## config.mk

```make
export PLATFORM = sky130hd
export DESIGN_NAME = instr_sequencer
export DESIGN_NICKNAME = d
export VERILOG_FILES = /design/src/rtl/instr_sequencer.sv
export SDC_FILE = /design/constraint.sdc
export NUM_CORES = 1
export LEC_CHECK = 0
export ABC_AREA = 1
export CAP_MARGIN = 20
export CORE_MARGIN = 4
export CORE_UTILIZATION = 40
export CTS_CLUSTER_DIAMETER = 200
export DETAILED_ROUTE_END_ITERATION = 8
export GPL_TIMING_DRIVEN = 1
export HOLD_SLACK_MARGIN = 0.08
export PLACE_DENSITY = 0.69
export SLEW_MARGIN = 30
export SYNTH_ARGS = -nofsm -noshare
export SYNTH_HDL_FRONTEND = slang
export SYNTH_SLANG_ARGS = --single-unit
```

## constraint.sdc

```tcl
create_clock -name clock -period 2.8 [get_ports clock]
set_clock_uncertainty 0.05 [all_clocks]
set_input_delay 0.56 -clock clock [delete_from_list [all_inputs] [get_ports clock]]
set_output_delay 0.56 -clock clock [all_outputs]
set_load 0.03 [all_outputs]
```

## src/rtl/instr_sequencer.sv

```systemverilog
// Fetch/issue controller: reads 9-bit instruction words from a synchronous ROM
// and presents them one at a time to the processor control unit.
module instr_sequencer #(
  parameter int ADDR_W  = 5,
  parameter int TIMEOUT = 15,
  parameter int TO_W    = 4
) (
  input  logic              clock,
  input  logic              reset,
  input  logic              start,
  input  logic              step_mode,
  input  logic              abort,
  output logic [ADDR_W-1:0] mem_addr,
  output logic              mem_rd,
  input  logic [8:0]        mem_rdata,
  output logic [8:0]        proc_din,
  output logic              proc_run,
  input  logic              proc_done,
  output logic [ADDR_W-1:0] pc_out,
  output logic              busy,
  output logic              halted,
  output logic              fault
);

  typedef enum logic [2:0] {
    S_IDLE,
    S_FETCH,
    S_LATCH,
    S_EXEC,
    S_HALTED,
    S_FAULT
  } state_t;

  localparam logic [TO_W-1:0] WDOG_LAST = TO_W'(TIMEOUT - 1);
  localparam logic [2:0]      HALT_OP   = 3'b111;

  state_t            state, state_nx;
  logic [ADDR_W-1:0] pc, pc_nx;
  logic [TO_W-1:0]   wdog, wdog_nx;
  logic [8:0]        din_nx;
  logic              run_nx, rd_nx, busy_nx, halted_nx, fault_nx;

  assign mem_addr = pc;
  assign pc_out   = pc;

  always_comb begin
    // NOTE: every target gets a default first, so no path through the block
    // leaves one unassigned and no latch is inferred.
    state_nx  = state;
    pc_nx     = pc;
    wdog_nx   = wdog;
    din_nx    = proc_din;
    run_nx    = proc_run;
    halted_nx = halted;
    fault_nx  = fault;

    if (abort && state != S_IDLE) begin
      state_nx  = S_IDLE;
      run_nx    = 1'b0;
      halted_nx = 1'b0;
      fault_nx  = 1'b0;
    end else begin
      unique case (state)
        S_IDLE: begin
          if (start && !abort) state_nx = S_FETCH;
        end
        S_FETCH: begin
          state_nx = S_LATCH;
        end
        S_LATCH: begin
          // Halt words stop here; proc_din keeps the last real instruction.
          if (mem_rdata[8:6] == HALT_OP) begin
            state_nx  = S_HALTED;
            halted_nx = 1'b1;
          end else begin
            din_nx   = mem_rdata;
            run_nx   = 1'b1;
            wdog_nx  = '0;
            state_nx = S_EXEC;
          end
        end
        S_EXEC: begin
          wdog_nx = wdog + 1'b1;
          if (proc_done) begin
            run_nx   = 1'b0;
            pc_nx    = pc + 1'b1;
            state_nx = step_mode ? S_IDLE : S_FETCH;
          end else if (wdog == WDOG_LAST) begin
            run_nx   = 1'b0;
            fault_nx = 1'b1;
            state_nx = S_FAULT;
          end
        end
        S_HALTED, S_FAULT: begin
          if (start) begin
            halted_nx = 1'b0;
            fault_nx  = 1'b0;
            pc_nx     = '0;
            state_nx  = S_FETCH;
          end
        end
        default: begin
          state_nx = S_IDLE;
        end
      endcase
    end

    // Strobes are registered from the next state so they line up with it.
    rd_nx   = (state_nx == S_FETCH);
    busy_nx = (state_nx == S_FETCH) || (state_nx == S_LATCH) || (state_nx == S_EXEC);
  end

  // NOTE: non-blocking assignments so every register updates from pre-edge values.
  always_ff @(posedge clock or posedge reset) begin
    if (reset) begin
      state    <= S_IDLE;
      pc       <= '0;
      wdog     <= '0;
      proc_din <= '0;
      proc_run <= 1'b0;
      mem_rd   <= 1'b0;
      busy     <= 1'b0;
      halted   <= 1'b0;
      fault    <= 1'b0;
    end else begin
      state    <= state_nx;
      pc       <= pc_nx;
      wdog     <= wdog_nx;
      proc_din <= din_nx;
      proc_run <= run_nx;
      mem_rd   <= rd_nx;
      busy     <= busy_nx;
      halted   <= halted_nx;
      fault    <= fault_nx;
    end
  end

endmodule

```

## Yosys cells after proc, flatten, opt, wreduce, memory -nomap -nowiden

Cells that the tools add are included.

| cells by class | value |
|---|---|
| div/mod/pow operators | 0 |
| bitwise operators | 2 |
| reductions and logical operators | 19 |
| add/sub/neg operators | 2 |
| shift operators | 0 |
| eq/ne operators | 19 |
| order comparisons | 0 |
| multiplexer cells | 26 |
| multipliers | 0 |

Operators with widths:

| cell | number |
|---|---|
| 2-to-1 mux 3 bit | 6 |
| != test 3 bit (second input constant) | 5 |
| case mux 3 bit (5 select lines) | 1 |
| equality test 3 x 2 -> 1 bit (second input constant) | 4 |
| AND reduction 3 bit | 4 |
| nonzero test 3 bit | 4 |
| 2-to-1 mux 1 bit | 11 |
| 2-to-1 mux 5 bit | 2 |
| case mux 5 bit (2 select lines) | 1 |
| equality test 3 bit (second input constant) | 3 |
| case mux 4 bit (2 select lines) | 1 |
| AND reduction 4 bit | 2 |
| equality test 3 x 1 -> 1 bit (second input constant) | 2 |
| != test 2 bit (second input constant) | 3 |
| case mux 1 bit (2 select lines) | 3 |
| adder 5 x 1 -> 5 bit (second input constant) | 1 |
| adder 4 x 1 -> 4 bit (second input constant) | 1 |
| equality test 4 bit (second input constant) | 1 |
| 2-to-1 mux 4 bit | 1 |
| != test 4 bit (second input constant) | 1 |
| nonzero test 2 bit | 2 |
| zero test 3 bit | 1 |
| logical AND 1 bit | 2 |
| logical OR 1 bit | 2 |
| other kinds (3) | 4 |

| storage, ports and cells | value |
|---|---|
| RAM bits | 0 |
| ROM bits | 0 |
| output and inout bits | 24 |
| bits in latches | 0 |
| logic and storage cells | 77 |
| register bits after elaboration | 26 |
| input bits | 15 |
| memories | 0 |

## Logic depth before layout (Yosys ltp)

| logic depth | value |
|---|---|
| depth after elaboration | 8 |
| mapped depth | 9 |
| mapped depth without buffers | 9 |

## Least setup slack after synthesis

No wires, ideal clock.

| timing | value |
|---|---|
| path kind | flip-flop to flip-flop |
| from | register pc[0], in the netlist mem_addr[0] |
| to | register pc[4], in the netlist mem_addr[4] |
| clock period less this slack | 1533 ps |
| path slack | 1267 ps |
| path buffers | 0 |
| arrival | 1407 ps |
| stages on the path, launching flop included | 6 |
| cells stage by stage | dfrtp_1 > ha_1 > nand3_1 > xor2_1 > or2_2 > o21ai_1 |

| on the way | value |
|---|---|
| cells in the longest elaborated chain, start to end | 3 |

RTL lines:

| item | RTL line | text |
|---|---|---|
| from (decl) | 38 | `logic [ADDR_W-1:0] pc, pc_nx;` |
| from (signal assigned) | 127 | `pc <= pc_nx;` |
| adder 5 x 1 -> 5 bit | 86 | `pc_nx = pc + 1'b1;` |
| 2-to-1 mux 5 bit | 84 | `if (proc_done) begin` |
| case mux 5 bit (2 select lines) | 63 | `unique case (state)` |

No other way between the ends. The select of a mux whose other input is x is not followed.
A chain may end at the register's enable or synchronous reset.

## Final worst setup path

| timing | value |
|---|---|
| from | register pc[0], in the netlist mem_addr[0] |
| to | output port pc_out[0] |

RTL lines:

| item | RTL line | text |
|---|---|---|
| to (decl) | 19 | `output logic [ADDR_W-1:0] pc_out,` |

No word-level cell between the ends.

==> results.md <==
* Multi-input gate area at 583 um^2
* Sequential Power Share at 0.319
* WP data arrival at between 1 and 1.5 ns
* Max layer used: met4
* P_sw at around 0.9 mW
* Post-Layout Inst Area at 1800 um^2
* Worst-Skew Late Latency at roughly 0.32 ns
* Buffers added on ports at 38
* Final HPWL DP at ~2200 um
* Syn Std Cell Area at 1360 um^2
* All-layer global routing usage at 0.139
* Register bit total from synthesis at 26
* Final setup fails at 0
* Clock slew at reported path FFs at 0.15 ns
* RSZ-0062 raised after global routing: no
* Top achievable clock speed at approximately 480 MHz
* Crit path capture type: output pin
* Net Sw Frac at 0.449
* Final core occ at 0.570
* Most frequent cells in the layout: 63 x nand2_1, 38 x clkdlybuf4s50_1, 26 x dfrtp_1
* Global route total overflow at 0
* I/O pin count at 39
* H-tree Lvls at 1
* Clock share of power at 0.126
* Minimum clock period at between 2 and 2.5 ns
* Max transition margin at 0.785
* CP max stage delay at about 0.71 ns
* Synth Warn # at 0
* Register area share after synthesis at 0.480
* Routed WL per cell at around 11 um
* Placed Area at 1740 um^2
* Crit Path Category: reg -> out
* Length of routed met2 wiring at approximately 1400 um
* Period utilization at 0.749
* Fin. Hold Viols at 0
* Status: finished, final reports clean
* Worst slew pin tran at around 0.32 ns
* M1 WL at between 1000 and 1500 um
* Crit-path slowest cell: clkdlybuf4s50_1
* Drt drc at 0
* Leakage power at about 0.9 nW
* P_int at 1.13 mW
* Max Transition Viols Final at 0
* PwrDens at around 1100 nW/um^2
* Peak VDD IR at approximately 0.5 mV
* Post-CTS Setup Bufs at 0
* Post-synthesis area per instance at around 8.2 um^2
* CTS tree: done
* Hold buffers post-CTS at 0
* Number of clock sinks at 26
* Total Wirelength at between 2000 and 3000 um
* Post-DRT Antenna Nets at 0
* CTS Buffer Depth at 2
* Vias after detailed routing at 1162
* RD Place Congestion at around 0.85
* Top cells by area, synth: dfrtp_1 48%, nand2_1 17%, nand3_1 4.8%, inv_1 4.7%, buf_4 2.8%
* Die X at 66.2 um
* Layout cells sized above 1 at 0.0746
* Die area at about 4400 um^2
* Net Count, Synth at 183
* Met3 wire length at roughly 120 um
* Hold Crit Class: reg -> reg
* Root buf cell: clkbuf_4
* Critical path launch point type: flop
* Vias in the first global route at 1091
* Die H at 66.2 um
* CP delay by family, top: buffers and inverters
* Antenna diodes at 0
* Setup TNS Final at 0 ns
* Post-CTS sizing at 0
* Cell chain of the critical path: clkdlybuf4s50_1
* FF+latch area at between 600 and 700 um^2
* Hold WS at around 0.46 ns
* Largest net degree at the start of global routing at 27
* Syn-to-layout area delta at 32.6%
* Logic pwr share at 0.555
* Syn Inst Count at 165
* Row Count at 20
* Drt via density at roughly 4.7
* Area leader, netlist: dfrtp_1
* Worst Path Required at between 2 and 2.5 ns
* First-pass GRT wire length at around 4700 um
* Post-synth top area share at 0.480
* Crit path buffers/inverters at 1
* Starting Density at 0.430
* Detailed Routing Iterations Pass 1 at 4
* Nets@finish at 220
* Core area at between 3000 and 4000 um^2
* Netlist cell types at 26
* DR iter-0 viols at between 50 and 60
* Max-cap violations at 0
* Worst-path maximum fanout at 6
* Commonest non-fill, non-tap cell in the layout: nand2_1
* Filler Cells Inserted at a little over 300
* Number of buffers created by CTS at 3
* Initial antenna violation count at 0
==> kinds of logic (layout without fill, tap and decap cells) <==
| logic type | after synthesis | in the layout | synth area share |
|---|---|---|---|
| AOI/OAI and AO/OA | 12 | 12 | 0.0526 |
| buffers and inverters | 25 | 61 | 0.0896 |
| and+or+nand+nor | 95 | 95 | 0.324 |
| DFF | 26 | 26 | 0.480 |
| xor gates and xnor gates | 4 | 4 | 0.0259 |
| adders and majority gates | 3 | 3 | 0.0277 |
==> final cells by class <==
| cell class | count | share of cell area |
|---|---|---|
| Clock buffer | 3 | 0.0125 |
| Clock inverter | 1 | 0.0167 |
| Inverter | 18 | 0.0376 |
| Sequential cell | 26 | 0.362 |
| Timing Repair Buffer | 39 | 0.216 |
| Tap cell | 44 | 0.0306 |
| Multi-Input combinational cell | 114 | 0.325 |
==> power by group through the flow <==
stage                     sequential [mW]  clock [mW]  combinational [mW]
after global placement              0.658           0                1.13
after detailed placement            0.664           0                1.15
final                               0.656       0.258                1.14
after floorplan                     0.895           0               0.534
after global routing                0.681       0.279                1.25
after CTS                           0.657       0.263                1.15
==> stage by stage <==
| stage | instances | power, mW | setup WS, ns |
|---|---|---|---|
| final | 245 | 2.05 | 0.704 |
| after global routing | 245 | 2.21 | 0.630 |
| after CTS | 245 | 2.07 | 0.681 |
| after detailed placement | 241 | 1.82 | 0.651 |
| after global placement | 241 | 1.79 | 0.733 |
| after floorplan | 165 | 1.43 | 1.27 |
==> synthesized netlist by cell type, drive strengths merged <==
cell and n:
xor2 3, clkinv 1, ha 3, o31ai 2
nand4 1, xnor2 1, dfrtp 26, nand3 16
nand2 65, buf 7, o21ai 7, nand3b 2
or2 2, nor2 9, inv 17, a21boi 1
a21oi 2
==> state kept, by name, indices dropped and copies added (netlist names) <==
register,cells
mem_rd,1
state,3
mem_addr,5
proc_din,9
wdog,4
busy,1
proc_run,1
fault,1
halted,1
==> path summary, 6_finish.rpt <==
kind,start,endpoint,slack (ns),cells past startpoint
setup / recovery,mem_addr[0]$_DFFE_PP0P_,pc_out[0],0.70,1
hold / removal,proc_din[3]$_DFFE_PP0P_,proc_din[3]$_DFFE_PP0P_,0.46,2
setup reg to reg,state[1]$_DFF_PP0_,proc_din[6]$_DFFE_PP0P_,1.09,7
hold reg to reg,proc_din[3]$_DFFE_PP0P_,proc_din[3]$_DFFE_PP0P_,0.46,2
max in group asynchronous,reset,wdog[0]$_DFFE_PP0P_,1.94,3
min in group asynchronous,reset,proc_din[4]$_DFFE_PP0P_,0.51,3
==> metal layers <==
metal | up-vias | GRT usage
li1 | 585 | -
met1 | 541 | 0.176
met2 | 32 | 0.234
met3 | 4 | 0.0306
met4 | 0 | 0.0457
met5 | - | 0
Power figures use the tool's default switching activity.
